==> src/rtl/vga_frame_sync_if.sv <==
// Price-update handshake between the matching engine and vga_frame_sync.
interface vga_frame_sync_if;
  logic       upd_valid;
  logic [7:0] upd_buy;
  logic [7:0] upd_sell;
  logic       upd_ready;

  modport master (output upd_valid, upd_buy, upd_sell, input upd_ready);
  modport slave  (input upd_valid, upd_buy, upd_sell, output upd_ready);
endinterface

==> src/rtl/vga_frame_sync.sv <==
// Frame-synchronous snapshot of book/trade data into the display registers,
// plus the trading-halt state machine (crossed book or sustained wide spread).
module vga_frame_sync #(
  parameter logic [7:0] SPREAD_LIMIT = 8'd40,
  parameter logic [3:0] HALT_FRAMES  = 4'd3,
  parameter logic [9:0] V_SNAP       = 10'd480,
  parameter logic [9:0] H_SNAP       = 10'd0
) (
  input  logic                    clk_25mhz,
  input  logic                    rst_n,
  input  logic [9:0]              h_cnt,
  input  logic [9:0]              v_cnt,
  vga_frame_sync_if.slave         upd,
  input  logic                    trade_pulse,
  input  logic                    resume,
  output logic [7:0]              buy_price,
  output logic [7:0]              sell_price,
  output logic [7:0]              trade_count,
  output logic [7:0]              spread,
  output logic                    halt_signal,
  output logic                    frame_tick
);

  typedef enum logic {RUN, HALTED} state_e;

  state_e     state_q, state_d;
  logic [3:0] streak_q, streak_d;
  logic       ready_q, ready_d;
  logic [7:0] shadow_buy_q, shadow_buy_d;
  logic [7:0] shadow_sell_q, shadow_sell_d;
  logic [7:0] shadow_trades_q, shadow_trades_d;
  logic [7:0] buy_price_q, buy_price_d;
  logic [7:0] sell_price_q, sell_price_d;
  logic [7:0] trade_count_q, trade_count_d;
  logic [7:0] spread_q, spread_d;
  logic       halt_q, halt_d;
  logic       frame_tick_q, frame_tick_d;

  logic       snap;
  logic       snap_run;
  logic       accept;
  logic [8:0] diff;
  logic       crossed;
  logic [7:0] spread_new;
  logic       wide;
  logic [3:0] streak_inc;

  assign snap     = (h_cnt == H_SNAP) && (v_cnt == V_SNAP);
  assign snap_run = snap && (state_q == RUN);

  // ready_q keeps upd_ready low through reset and until the first edge after it
  assign upd.upd_ready = ready_q & ~snap;
  assign accept        = upd.upd_valid & upd.upd_ready;

  assign diff       = {1'b0, shadow_sell_q} - {1'b0, shadow_buy_q};
  assign crossed    = diff[8];
  assign spread_new = crossed ? '0 : diff[7:0];
  assign wide       = spread_new > SPREAD_LIMIT;
  assign streak_inc = (streak_q == 4'hF) ? 4'hF : streak_q + 4'd1;

  // State register
  always_ff @(posedge clk_25mhz or negedge rst_n) begin
    if (!rst_n) begin
      state_q  <= RUN;
      streak_q <= '0;
    end else begin
      state_q  <= state_d;
      streak_q <= streak_d;
    end
  end

  // Next-state logic
  always_comb begin
    state_d  = state_q;
    streak_d = streak_q;
    unique case (state_q)
      RUN: begin
        if (snap) begin
          if (crossed) begin
            state_d  = HALTED;
            streak_d = '0;
          end else if (wide) begin
            streak_d = streak_inc;
            if (streak_inc >= HALT_FRAMES) state_d = HALTED;
          end else begin
            streak_d = '0;
          end
        end
      end
      HALTED: begin
        if (resume) begin
          state_d  = RUN;
          streak_d = '0;
        end
      end
      default: state_d = RUN;
    endcase
  end

  // Output logic: display registers load only on a RUN snapshot
  always_comb begin
    buy_price_d   = buy_price_q;
    sell_price_d  = sell_price_q;
    trade_count_d = trade_count_q;
    spread_d      = spread_q;
    frame_tick_d  = snap_run;
    halt_d        = (state_d == HALTED);
    if (snap_run) begin
      buy_price_d   = shadow_buy_q;
      sell_price_d  = shadow_sell_q;
      trade_count_d = shadow_trades_q;
      spread_d      = spread_new;
    end
  end

  // Shadow path runs in both states; the trade counter restarts only on a RUN snapshot
  always_comb begin
    ready_d       = 1'b1;
    shadow_buy_d  = shadow_buy_q;
    shadow_sell_d = shadow_sell_q;
    if (accept) begin
      shadow_buy_d  = upd.upd_buy;
      shadow_sell_d = upd.upd_sell;
    end
    if (snap_run) begin
      shadow_trades_d = trade_pulse ? 8'd1 : 8'd0;
    end else if (trade_pulse && (shadow_trades_q != 8'hFF)) begin
      shadow_trades_d = shadow_trades_q + 8'd1;
    end else begin
      shadow_trades_d = shadow_trades_q;
    end
  end

  always_ff @(posedge clk_25mhz or negedge rst_n) begin
    if (!rst_n) begin
      ready_q         <= 1'b0;
      shadow_buy_q    <= '0;
      shadow_sell_q   <= '0;
      shadow_trades_q <= '0;
      buy_price_q     <= '0;
      sell_price_q    <= '0;
      trade_count_q   <= '0;
      spread_q        <= '0;
      halt_q          <= 1'b0;
      frame_tick_q    <= 1'b0;
    end else begin
      ready_q         <= ready_d;
      shadow_buy_q    <= shadow_buy_d;
      shadow_sell_q   <= shadow_sell_d;
      shadow_trades_q <= shadow_trades_d;
      buy_price_q     <= buy_price_d;
      sell_price_q    <= sell_price_d;
      trade_count_q   <= trade_count_d;
      spread_q        <= spread_d;
      halt_q          <= halt_d;
      frame_tick_q    <= frame_tick_d;
    end
  end

  assign buy_price   = buy_price_q;
  assign sell_price  = sell_price_q;
  assign trade_count = trade_count_q;
  assign spread      = spread_q;
  assign halt_signal = halt_q;
  assign frame_tick  = frame_tick_q;

endmodule

==> src/flat_wrapper.sv <==
// flat-port wrapper written by rule: the top's interface ports become plain ports
module vga_frame_sync_flat 
#(
  parameter logic [7:0] SPREAD_LIMIT = 8'd40,
  parameter logic [3:0] HALT_FRAMES  = 4'd3,
  parameter logic [9:0] V_SNAP       = 10'd480,
  parameter logic [9:0] H_SNAP       = 10'd0
)
  (clk_25mhz, rst_n, h_cnt, v_cnt, trade_pulse, resume, buy_price, sell_price, trade_count, spread, halt_signal, frame_tick, upd_upd_valid, upd_upd_buy, upd_upd_sell, upd_upd_ready);
  vga_frame_sync_if upd_i ();
  input  logic clk_25mhz;
  input  logic rst_n;
  input  logic [9:0] h_cnt;
  input  logic [9:0] v_cnt;
  input  logic trade_pulse;
  input  logic resume;
  output logic [7:0] buy_price;
  output logic [7:0] sell_price;
  output logic [7:0] trade_count;
  output logic [7:0] spread;
  output logic halt_signal;
  output logic frame_tick;
  input wire logic [$bits(upd_i.upd_valid)-1:0] upd_upd_valid;
  input wire logic [$bits(upd_i.upd_buy)-1:0] upd_upd_buy;
  input wire logic [$bits(upd_i.upd_sell)-1:0] upd_upd_sell;
  output wire logic [$bits(upd_i.upd_ready)-1:0] upd_upd_ready;
  assign upd_i.upd_valid = upd_upd_valid;
  assign upd_i.upd_buy = upd_upd_buy;
  assign upd_i.upd_sell = upd_upd_sell;
  assign upd_upd_ready = upd_i.upd_ready;
  vga_frame_sync #(.SPREAD_LIMIT(SPREAD_LIMIT), .HALT_FRAMES(HALT_FRAMES), .V_SNAP(V_SNAP), .H_SNAP(H_SNAP)) u_core (.clk_25mhz(clk_25mhz), .rst_n(rst_n), .h_cnt(h_cnt), .v_cnt(v_cnt), .upd(upd_i), .trade_pulse(trade_pulse), .resume(resume), .buy_price(buy_price), .sell_price(sell_price), .trade_count(trade_count), .spread(spread), .halt_signal(halt_signal), .frame_tick(frame_tick));
endmodule
==> config.mk <==
export PLATFORM = sky130hd
export DESIGN_NAME = vga_frame_sync_flat
export DESIGN_NICKNAME = d
export VERILOG_FILES = /design/src/rtl/vga_frame_sync_if.sv /design/src/rtl/vga_frame_sync.sv /design/src/flat_wrapper.sv
export SDC_FILE = /design/constraint.sdc
export NUM_CORES = 1
export LEC_CHECK = 0
export ABC_AREA = 1
export CAP_MARGIN = 20
export CORE_ASPECT_RATIO = 1.1
export CORE_MARGIN = 5
export CORE_UTILIZATION = 28
export DETAILED_ROUTE_END_ITERATION = 6
export SYNTH_ARGS = -nofsm -noshare
export SYNTH_HDL_FRONTEND = slang
export SYNTH_SLANG_ARGS = --single-unit
export TNS_END_PERCENT = 20
==> constraint.sdc <==
create_clock -name clk_25mhz -period 4.1 [get_ports clk_25mhz]
set_input_delay 0.82 -clock clk_25mhz [delete_from_list [all_inputs] [get_ports clk_25mhz]]
set_output_delay 0.82 -clock clk_25mhz [all_outputs]
set_load 0.005 [all_outputs]
==> flow_summary.json <==
{
  "outcome": "completed",
  "portBuffers": 75,
  "setup_violations": 0,
  "fin_setup_tns_ns": 0,
  "postLayoutCellArea_sq_mm": 0.004369,
  "dp_hpwl_mm": 5.543,
  "cts_root_buf": "clkbuf_16",
  "grt_start_max_net_pins": 50,
  "grt_pass1_vias": 2595,
  "r2r_cells": 14,
  "synth_warnings": 0,
  "die_h_um": 121.4,
  "critPathRequiredTime_ns": 3.28,
  "netlist_instances": 374,
  "cts-resized-gates": 0,
  "drt_iter0_markers": 160,
  "rsz0062_at_grt": "no",
  "synth_seq_cells": 63,
  "postCtsSetupBuffers": 0,
  "regToRegEndpoint": "u_core.state_q",
  "drtPass1Iterations": 5,
  "vias_per_cell": 4.415,
  "clockBufferDepth": 2,
  "yosys.cell_count.top_type": "nand2_1",
  "critPathCaptureType": "output port",
  "dieArea_sq_mm": 0.01352,
  "final.setup.worst_slack_ns": 0.8829,
  "finalCritPeriodShare_pct": 78.47,
  "die_w_um": 111.3,
  "wire_per_inst_um": 12.20,
  "synth_seq_area_share_pct": 49.88,
  "seqCellArea_sq_mm": 0.001577,
  "wl_mm": 7.383,
  "clock_latency_ns": 0.33,
  "synth_area_per_cell_sq_um": 8.451,
  "worst-r2r-setup-slack_ns": 1.93,
  "async_reset_ff_share_pct": 100.0,
  "nets": 505,
  "start_kind": "input port",
  "synth_fp_nets": 426,
  "numCtsBuffers": 9,
  "arrival_ns": 2.40,
  "grt_overflow_total": 0,
  "routabilityCongestion": 0.7957,
  "dpl_worst_slack_ns": 0.8573,
  "fin_worst_skew_ns": 0.004338,
  "slew_violations": 0,
  "antenna_found_initial": 0,
  "synth_edf_count": 0,
  "antennaDiodeCount": 0,
  "syn_area_sq_mm": 0.003161,
  "fmax_ghz": 0.3108,
  "dpl_cell_area_sq_mm": 0.004024,
  "max-slew-margin-rel_pct": 42.75,
  "core_area_sq_mm": 0.01101,
  "rr_startpoint": "u_core.shadow_buy_q[0]",
  "ctsHoldBuffers": 0,
  "hold_viol": 0,
  "synth.distinct_cells": 41,
  "max_slew.worst_pin.slew_ns": 0.8556,
  "power_w": 0.001967,
  "grt_pass1_wl_mm": 12.54,
  "drc": 0,
  "yosysTopAreaCell": "dfrtp_1",
  "hold_class": "input port to asynchronous set/reset pin",
  "pin_count": 76,
  "p_leak_nw": 2.080,
  "clk_pin_slew_ns": 0.05,
  "initial_core_util_pct": 28.70,
  "cts_htree_levels": 3,
  "numClockSinks": 63,
  "synthTopCellsByCount": "nand2_1, dfrtp_1, inv_1, nor2_1, o21ai_0",
  "via_count": 2671,
  "drt.antenna.violating_nets": 0,
  "peakVddDrop_uv": 179.6,
  "placementRows": 40,
  "max_cap_violations": 0,
  "grt_util_all_layers_pct": 11.49,
  "cts_tree": "done",
  "powerDensity_mw_per_mm2": 450.2,
  "drive_above_1_share_pct": 8.079,
  "post-route-min-period_ns": 3.217,
  "area_growth_pct": 38.24,
  "synth.top_cell.area_share_pct": 49.88,
  "fill_cells": 1135,
  "cp_max_fo": 2,
  "synth_area_leaders": "dfrtp_1, nand2_1, inv_1, nor2_1, o21ai_0",
  "ys.flop_type": "dfrtp_1",
  "crit_type": "input port to output port",
  "multi_input_area_sq_mm": 0.001330
}
[cells in the final DEF (no fill, tap or decap), types with 3 or more instances in the layout]
cell / n
nand2_2: 6
o31ai_1: 3
nand4_1: 5
nor4_1: 4
nand3_1: 13
ha_1: 10
nor3_1: 4
clkdlybuf4s50_1: 74
nand2_1: 93
o21ai_2: 4
nor2_1: 35
inv_1: 46
clkbuf_16: 9
dfrtp_1: 63
o21ai_0: 26
a21oi_1: 25
nand3b_1: 3
[worst max path at each step]
stage,from,end,depth (start not counted)
finish,v_cnt[5],upd_upd_ready,8
global placement,v_cnt[5],upd_upd_ready,8
CTS,v_cnt[5],upd_upd_ready,8
global route,h_cnt[1],upd_upd_ready,8
detailed placement,v_cnt[5],upd_upd_ready,8
floorplan,v_cnt[3],upd_upd_ready,5
[critical path, stage by stage]
cell and delay [ns]:
clkdlybuf4s50_1 0.45, inv_1 0.04, or2_1 0.22, nor2_1 0.09
nand3_1 0.09, nor2_2 0.14, nor2_1 0.09, clkdlybuf4s50_1 0.45
[cell type report]
cell class                 count  area share, %
multi-input combinational    255          30.44
timing repair buffer          78          17.87
sequential                    63          36.08
tap                          147          4.210
inverter                      46          3.952
clock buffer                  13          5.956
clock inverter                 3          1.489
[through the flow]
stage | hold WS (ns) | std cells | utilization, %
floorplan | 0.4618 | 374 | -
global placement | 0.4652 | 588 | 36.55
detailed placement | 0.4646 | 588 | 36.55
CTS | 0.4801 | 604 | 39.50
global route | 0.4764 | 605 | 39.68
finish | 0.4439 | 605 | 39.68
[power breakdown]
part           internal [W]  switching (W)  total [W]
combinational      0.000170       0.000250   0.000419
clock              0.000564       0.000260   0.000824
sequential         0.000682      0.0000414   0.000724
[per-layer routing]
metal	track usage, %	routed length [um]	vias up
li1	-	-	1370
met1	14.98	3615	1231
met2	17.87	3303	55
met3	2.993	316	15
met4	5.247	147	0
met5	0	0	-
[registers in the layout (all words and copies together), names as in the netlist]
register	cells
u_core.ready_q	1
u_core.trade_count	8
u_core.frame_tick	1
u_core.spread	8
u_core.state_q	1
u_core.shadow_trades_q	8
u_core.shadow_sell_q	8
u_core.buy_price	8
u_core.streak_q	4
u_core.sell_price	8
u_core.shadow_buy_q	8
[cells by family after synthesis]
logic type                 share of synthesized area (%)
xor gates and xnor gates                          0.5543
muxes                                             0.7125
adders and majority gates                          4.592
DFF                                                49.88
buffers and inverters                              8.036
and+or+nand+nor                                    24.03
AOI/OAI and AO/OA                                  12.07
other                                             0.1187
Power figures use the tool's default switching activity.
